==> config.mk <==
export PLATFORM = sky130hd
export DESIGN_NAME = ahb_spm_mul
export DESIGN_NICKNAME = d
export VERILOG_FILES = /design/src/rtl/ahb_spm_mul.sv
export SDC_FILE = /design/constraint.sdc
export NUM_CORES = 1
export LEC_CHECK = 0
export BUFFER_PORTS_ARGS = -buffer_cell sky130_fd_sc_hd__buf_2
export CORE_UTILIZATION = 60
export DETAILED_ROUTE_END_ITERATION = 8
export GPL_TIMING_DRIVEN = 0
export PLACE_DENSITY_LB_ADDON = 0.3
export SLEW_MARGIN = 20
export SYNTH_ARGS = -nofsm -noshare
export SYNTH_HDL_FRONTEND = slang
export SYNTH_SLANG_ARGS = --single-unit
==> constraint.sdc <==
create_clock -name HCLK -period 3.66 [get_ports HCLK]
set_clock_uncertainty 0.05 [all_clocks]
set_input_delay 0.549 -clock HCLK [delete_from_list [all_inputs] [get_ports HCLK]]
set_output_delay 0.549 -clock HCLK [all_outputs]
set_load 0.05 [all_outputs]
==> src/rtl/ahb_spm_mul.sv <==
// AHB-Lite slave around a bit-serial carry-save multiplier.
// One product bit retires per clock, LSB first; an operation takes 2*WIDTH cycles.
module ahb_spm_mul #(
  parameter int WIDTH = 32
) (
  input  logic        HCLK,
  input  logic        HRESETn,
  input  logic        HSEL,
  input  logic        HREADY,
  input  logic        HWRITE,
  input  logic [1:0]  HTRANS,
  input  logic [2:0]  HSIZE,
  input  logic [31:0] HADDR,
  input  logic [31:0] HWDATA,
  output logic        HREADYOUT,
  output logic [1:0]  HRESP,
  output logic [31:0] HRDATA,
  output logic        IRQ
);

  localparam int PW    = 2 * WIDTH;
  localparam int CNT_W = $clog2(PW);
  localparam logic [CNT_W-1:0] CNT_LAST = CNT_W'(PW - 1);

  localparam logic [7:0] A_X      = 8'h00;
  localparam logic [7:0] A_Y      = 8'h04;
  localparam logic [7:0] A_PLO    = 8'h08;
  localparam logic [7:0] A_PHI    = 8'h0C;
  localparam logic [7:0] A_CTRL   = 8'h10;
  localparam logic [7:0] A_STATUS = 8'h14;

  typedef enum logic {IDLE, RUN} state_t;

  state_t            state_q, state_d;
  logic              acc_q, wr_q;
  logic [7:0]        addr_q;
  logic [WIDTH-1:0]  x_q, x_d, y_q, y_d;
  logic              sgn_q, sgn_d, ie_q, ie_d, done_q, done_d;
  logic [31:0]       plo_q, plo_d, phi_q, phi_d;
  logic [CNT_W-1:0]  cnt_q, cnt_d;
  logic              wsgn_q, wsgn_d;
  logic [PW-1:0]     xe_q, xe_d, ye_q, ye_d;
  logic [PW-1:0]     s_q, s_d, c_q, c_d, prod_q, prod_d;

  logic [PW-1:0]        pp, fsum, fcar, prod_nxt;
  logic [PW-1:0]        x_sx, x_zx, y_sx, y_zx;
  logic signed [PW-1:0] fin_s;
  logic [63:0]          fin64;
  logic                 wr_en, wr_x, wr_y, wr_ctrl, wr_stat;
  logic                 start_wr, w1c, busy;
  logic                 unused_bits;

  assign HREADYOUT   = 1'b1;
  assign HRESP       = 2'b00;
  assign unused_bits = ^{HSIZE, HTRANS[0], HADDR[31:8], HWDATA};

  assign wr_en    = acc_q & wr_q;
  assign wr_x     = wr_en & (addr_q == A_X);
  assign wr_y     = wr_en & (addr_q == A_Y);
  assign wr_ctrl  = wr_en & (addr_q == A_CTRL);
  assign wr_stat  = wr_en & (addr_q == A_STATUS);
  assign start_wr = wr_ctrl & HWDATA[0];
  assign w1c      = wr_stat & HWDATA[1];
  assign busy     = (state_q == RUN);

  assign x_zx = PW'(x_q);
  assign y_zx = PW'(y_q);
  assign x_sx = {{WIDTH{x_q[WIDTH-1]}}, x_q};
  assign y_sx = {{WIDTH{y_q[WIDTH-1]}}, y_q};

  // Carry-save cell row: add the current Y bit times X into (s,c), retire bit 0, shift.
  always_comb begin
    pp       = xe_q & {PW{ye_q[0]}};
    fsum     = pp ^ s_q ^ c_q;
    fcar     = (pp & s_q) | (pp & c_q) | (s_q & c_q);
    prod_nxt = {fsum[0], prod_q[PW-1:1]};
  end

  assign fin_s = prod_nxt;
  assign fin64 = wsgn_q ? 64'(fin_s) : 64'(prod_nxt);

  always_comb begin
    state_d = state_q;
    x_d     = x_q;
    y_d     = y_q;
    sgn_d   = sgn_q;
    ie_d    = ie_q;
    done_d  = done_q;
    plo_d   = plo_q;
    phi_d   = phi_q;
    cnt_d   = cnt_q;
    wsgn_d  = wsgn_q;
    xe_d    = xe_q;
    ye_d    = ye_q;
    s_d     = s_q;
    c_d     = c_q;
    prod_d  = prod_q;

    if (wr_x) x_d = HWDATA[WIDTH-1:0];
    if (wr_y) y_d = HWDATA[WIDTH-1:0];
    if (wr_ctrl) begin
      sgn_d = HWDATA[1];
      ie_d  = HWDATA[2];
    end
    if (start_wr || w1c) done_d = 1'b0;

    case (state_q)
      IDLE: begin
        if (start_wr) begin
          state_d = RUN;
          cnt_d   = '0;
          wsgn_d  = HWDATA[1];
          xe_d    = HWDATA[1] ? x_sx : x_zx;
          ye_d    = HWDATA[1] ? y_sx : y_zx;
          s_d     = '0;
          c_d     = '0;
          prod_d  = '0;
        end
      end
      RUN: begin
        s_d    = {1'b0, fsum[PW-1:1]};
        c_d    = fcar;
        ye_d   = {1'b0, ye_q[PW-1:1]};
        prod_d = prod_nxt;
        cnt_d  = cnt_q + 1'b1;
        // Completion set is applied last so it wins over a same-cycle W1C.
        if (cnt_q == CNT_LAST) begin
          state_d = IDLE;
          cnt_d   = '0;
          plo_d   = fin64[31:0];
          phi_d   = fin64[63:32];
          done_d  = 1'b1;
        end
      end
      default: state_d = IDLE;
    endcase
  end

  always_ff @(posedge HCLK or negedge HRESETn) begin
    if (!HRESETn) begin
      state_q <= IDLE;
      acc_q   <= 1'b0;
      wr_q    <= 1'b0;
      addr_q  <= '0;
      x_q     <= '0;
      y_q     <= '0;
      sgn_q   <= 1'b0;
      ie_q    <= 1'b0;
      done_q  <= 1'b0;
      plo_q   <= '0;
      phi_q   <= '0;
      cnt_q   <= '0;
      wsgn_q  <= 1'b0;
      xe_q    <= '0;
      ye_q    <= '0;
      s_q     <= '0;
      c_q     <= '0;
      prod_q  <= '0;
    end else begin
      state_q <= state_d;
      acc_q   <= HSEL & HREADY & HTRANS[1];
      wr_q    <= HWRITE;
      if (HSEL && HREADY && HTRANS[1]) addr_q <= HADDR[7:0];
      x_q     <= x_d;
      y_q     <= y_d;
      sgn_q   <= sgn_d;
      ie_q    <= ie_d;
      done_q  <= done_d;
      plo_q   <= plo_d;
      phi_q   <= phi_d;
      cnt_q   <= cnt_d;
      wsgn_q  <= wsgn_d;
      xe_q    <= xe_d;
      ye_q    <= ye_d;
      s_q     <= s_d;
      c_q     <= c_d;
      prod_q  <= prod_d;
    end
  end

  assign IRQ = done_q & ie_q;

  always_comb begin
    HRDATA = '0;
    case (addr_q)
      A_X:      HRDATA = 32'(x_q);
      A_Y:      HRDATA = 32'(y_q);
      A_PLO:    HRDATA = plo_q;
      A_PHI:    HRDATA = phi_q;
      A_CTRL:   HRDATA = {29'b0, ie_q, sgn_q, 1'b0};
      A_STATUS: HRDATA = {30'b0, done_q, busy};
      default:  HRDATA = '0;
    endcase
  end

endmodule

# Word-level counts from Yosys, hierarchy flattened
# Index checks and enable logic that the tools add are counted.
word_totals:
  ff_bits: 468
  latch_bits: 0
  mem_bits_rw: 0
  romBits: 0
  output_inout_bits: 36
  wordCells: 68
  memories: 0
classes:
  n_addsub: 1
  n_mul: 0
  div_mod_pow: 0
  order_cmp: 0
  eq_ne: 7
  n_shift: 0
  muxes: 18
  n_bitwise: 19
  n_reduce_logical: 6
ops:
  columns: ["op", "count"]
  rows:
  - ["$pmux W64 S2", 4]
  - ["$and A64 B64 Y64", 4]
  - ["$mux W64", 4]
  - ["$pmux W32 S6", 1]
  - ["$or A64 B64 Y64", 2]
  - ["$xor A64 B64 Y64", 2]
  - ["$eq A8 B4 Y1 const B", 2]
  - ["$eq A8 B5 Y1 const B", 2]
  - ["$mux W6", 2]
  - ["$pmux W6 S2", 1]
  - ["$and A1 B1 Y1", 10]
  - ["$eq A8 B3 Y1 const B", 1]
  - ["$logic_not A8 Y1", 1]
  - ["$add A6 B1 Y6 const B", 1]
  - ["$eq A6 B6 Y1 const B", 1]
  - ["$mux W1", 5]
  - ["$reduce_and A2 Y1", 2]
  - ["$logic_and A1 B1 Y1", 2]
  - ["$ne A2 B2 Y1 const B", 1]
  - ["$pmux W1 S2", 1]
  - ["$logic_or A1 B1 Y1", 1]
  - ["$not A1 Y1", 1]

# Depth between registers and ports, before layout
logic_depth:
  depth_word: 7
  ltp_mapped: 8
  depth_no_buf: 5

# Worst setup path after synthesis
# No wires, ideal clock.
synth_timing:
  kind: "flip-flop to output port"
  startpoint: "reg addr_q[5]"
  endpoint: "out HRDATA[10]"
  arrival_time_ps: 1927
  path_slack_ps: 1134
  path_stages_with_launch: 7
  path_buffers: 2
  cell_sequence: "dfrtp_1 > nor4_2 > nand2b_1 > clkbuf_1 > buf_1 > nor2_1 > a221o_1"
synth_between:
  elab_chain_cells: 2
  word_cells_on_any_way: 7
synth_rtl:
  columns: ["item", "line_no", "text"]
  rows:
  - ["from (decl)", "36", "logic [7:0] addr_q;"]
  - ["from (signal assigned)", "163", "if (HSEL && HREADY && HTRANS[1]) addr_q <= HADDR[7:0];"]
  - ["$eq A8 B5 Y1 (tied with other cells)", "185", "case (addr_q)"]
  - ["$pmux W32 S6 *", "185", null]
  - ["to (decl)", "17", "output logic [31:0] HRDATA,"]
# Mark *: on every way between the ends. The rest lies on a longest branch, timed or not.

# Worst setup path after layout
layout_timing:
  startpoint: "reg addr_q[5]"
  endpoint: "out HRDATA[20]"
# The elaborated chain is that of the path after synthesis.

==> results.json <==
{
  "fin_crit_sh": 0.963,
  "fp.dieH_um": 182,
  "max_clock_freq_mhz": 284,
  "coreArea_mm2": 0.0318,
  "synth_area_per_cell_um2": 10.9,
  "power_switching_uw": 2460,
  "max_slew_margin": 0.514,
  "cts-buffers-inserted": 45,
  "yosysWarnings": 0,
  "start_kind": "flip-flop",
  "viasPerCell": 5.85,
  "leakagePower_uw": 0.00964,
  "final_cell_mix": "dfrtp_1 (435), nand2_1 (304), o21ai_0 (193)",
  "ys_async_sr_fraction": 1.00,
  "drt-wirelength-per-cell_um": 19.4,
  "crit_chain": "nor4_4 -> nand2b_1 -> clkbuf_1 -> buf_1 -> nor2_1 -> a221o_1 -> buf_2",
  "end_kind": "output port",
  "cp_slowest_cell": "nor4_4",
  "drive_above_1_share": 0.185,
  "first_iter_violations": 1091,
  "switching_share": 0.239,
  "hp-class": "input pin to flip-flop",
  "clk_path_buf_depth": 3,
  "grt.total_usage": 0.293,
  "critPathRequiredTime_ps": 3060,
  "worst-path-stages": 7,
  "rsz0062_at_grt": "no",
  "status": "completed",
  "post-route-min-period_ps": 3520,
  "synth-simple-area-share": 0.117,
  "synth_compound_area_frac": 0.102,
  "final_cells": 2398,
  "drt_pass1_iterations": 5,
  "crit_buf_inv": 3,
  "ios": 110,
  "crit_path_max_fanout": 10,
  "hold-worst-slack_ps": 58.1,
  "rows": 65,
  "powerDensity_mw_per_mm2": 465,
  "fin_nets": 2066,
  "cts_setup_buffers": 0,
  "clock_sinks": 435,
  "r2r-start": "addr_q[2]",
  "hold_end": "wr_q",
  "ant_nets": 0,
  "reg2reg_to": "s_q[59]",
  "port_buffers": 78,
  "die_w_um": 182,
  "power.total_uw": 10300,
  "setup.worst_path.class": "flip-flop to output port",
  "dp.cells": 2314,
  "yosys.area_share.xor_xnor": 0.000897,
  "use_met1": 0.405,
  "hold_viol": 0,
  "slew_violations": 0,
  "syn_area_mm2": 0.0195,
  "setup_viol": 0,
  "synthCells": 1795,
  "antenna_found_initial": 1,
  "grtUsageMet3": 0.0507,
  "drc_errors": 0,
  "p_clk_frac": 0.449,
  "cts_tree": "yes",
  "path_clk_slew_ps": 60,
  "crit_family": "simple AND/OR/NAND/NOR gates",
  "synth_cell_types": 45,
  "gr-total-overflow": 0,
  "busiest_layer": "met2",
  "dp_hpwl_mm": 32.1,
  "power_frac_comb": 0.056,
  "root_buffer": "clkbuf_16",
  "layout_commonest_cell": "dfrtp_1",
  "synthAdderAreaFrac": 0.0659,
  "arrival_ps": 2920,
  "use_met2": 0.475,
  "initial_core_util": 0.614,
  "pwr-share-seq": 0.495,
  "synth_seq_cells": 435,
  "ys.flop_type": "dfrtp_1",
  "synthToLayoutAreaGrowth_pct": 13.4,
  "muxShareOfSynthArea": 0.100,
  "grt_pass1_vias": 14407,
  "drt-total-wl_mm": 46.5,
  "hp-start": "HWRITE",
  "cts-htree-levels": 2,
  "routabilityCongestion": 0.817,
  "cap_viol_max_count": 0,
  "synth_top_family_by_area": "simple AND/OR/NAND/NOR gates",
  "ys_seq_area_frac": 0.557,
  "die_area_mm2": 0.0333,
  "num_vias": 14017,
  "r2r_cells": 7,
  "power.internal_uw": 7850,
  "min_path_cells": 1,
  "clkLatencyLatePin_ps": 560,
  "grt_pass1_wl_mm": 76.5,
  "cp_slowest_stage_delay_ps": 530,
  "peakVddDrop_mv": 0.390,
  "r2r_setup_slack_ps": 1020,
  "tightest_slew_ps": 730,
  "synth_edf_count": 0,
  "grt_max_degree": 101
}
-- stage by stage --
step | setup TNS [ps] | instance area [um2] | utilization | setup WS [ps]
detailed placement | 0 | 20600 | 0.648 | 436
finish | 0 | 22100 | 0.696 | 136
CTS | 0 | 22100 | 0.696 | 2.22
global route | 0 | 22100 | 0.696 | 7.34
global placement | -2818610 | 20500 | 0.644 | -6520
floorplan | 0 | 19500 | - | 1130
-- worst max path at each step --
stage               slack [ps]    endpoint      start
floorplan                 1130  HRDATA[10]  addr_q[5]
CTS                          2  HRDATA[23]  addr_q[2]
global route                 7  HRDATA[20]  addr_q[5]
global placement         -6520    ye_q[41]    HRESETn
detailed placement         440  HRDATA[16]  addr_q[2]
finish                     140  HRDATA[20]  addr_q[5]
-- cells by family after synthesis --
family          count (synthesis)
compound gates                328
fa+ha+maj                      65
simple gates                  526
buf+inv                       264
mux                           173
flops                         435
other cells                     2
xor+xnor                        2
-- registers in the layout, indices dropped and copies added, names as in the netlist, 32 cells and up --
name    cells
ye_q       64
xe_q       33
s_q        63
y_q        32
c_q        64
prod_q     63
plo_q      32
x_q        32
phi_q      32
-- per-layer routing --
layer  vias to the layer above  part of all wire
met2                       437              0.48
met1                      7174              0.43
met4                         2             0.027
met5                         -            0.0011
li1                       6319                 -
met3                        85             0.063
-- power groups by stage --
stage / logic [uW] / clock network, uW / registers, uW
2_1_floorplan: 321 / 0 / 5130
3_5_place_dp: 573 / 0 / 5180
6_report: 575 / 4630 / 5100
4_1_cts: 581 / 4670 / 5100
5_1_grt: 643 / 4850 / 5120
3_3_place_gp: 538 / 0 / 5170
-- cells in the mapped netlist (2+ instances only) --
library cell,number,share of area
xor2_1,2,0.00090
o211ai_1,32,0.012
clkbuf_2,2,0.00051
clkbuf_1,87,0.017
and3_1,7,0.0022
buf_6,3,0.0017
nand4_2,2,0.0013
o21ai_0,193,0.049
dfrtp_1,435,0.56
nand2_1,304,0.058
nand3_1,132,0.034
fa_1,63,0.065
buf_1,4,0.00077
ha_1,2,0.0013
a31oi_1,32,0.010
nand4_1,3,0.00096
nor2_1,62,0.012
a22oi_1,30,0.012
conb_1,2,0.00038
mux2_2,149,0.086
and2_1,2,0.00064
or3_1,3,0.00096
o21ai_1,6,0.0015
buf_4,15,0.0058
buf_2,23,0.0059
mux2_1,23,0.013
a221o_1,30,0.015
inv_1,130,0.025
-- cell type report --
type	count	area, um2
flip-flops and latches	435	10900
fillers	2311	9660
multi-input cells	1097	7560
clock buffers	64	1300
plain buffers	134	619
well taps	435	544
repair buffers	84	541
inverters	130	488
clock inverters	18	203
diodes	1	2.50
-- timing repair --
action                                  in CTS  in global routing
endpoints found under the setup margin      21                 14
endpoints found under the hold margin       71                  0
pin swaps                                    0                  1
resized for setup                            4                  5
cloned                                       0                  0
hold buffers                                 1                  0
No activity file was read; power rests on OpenSTA's default activity.
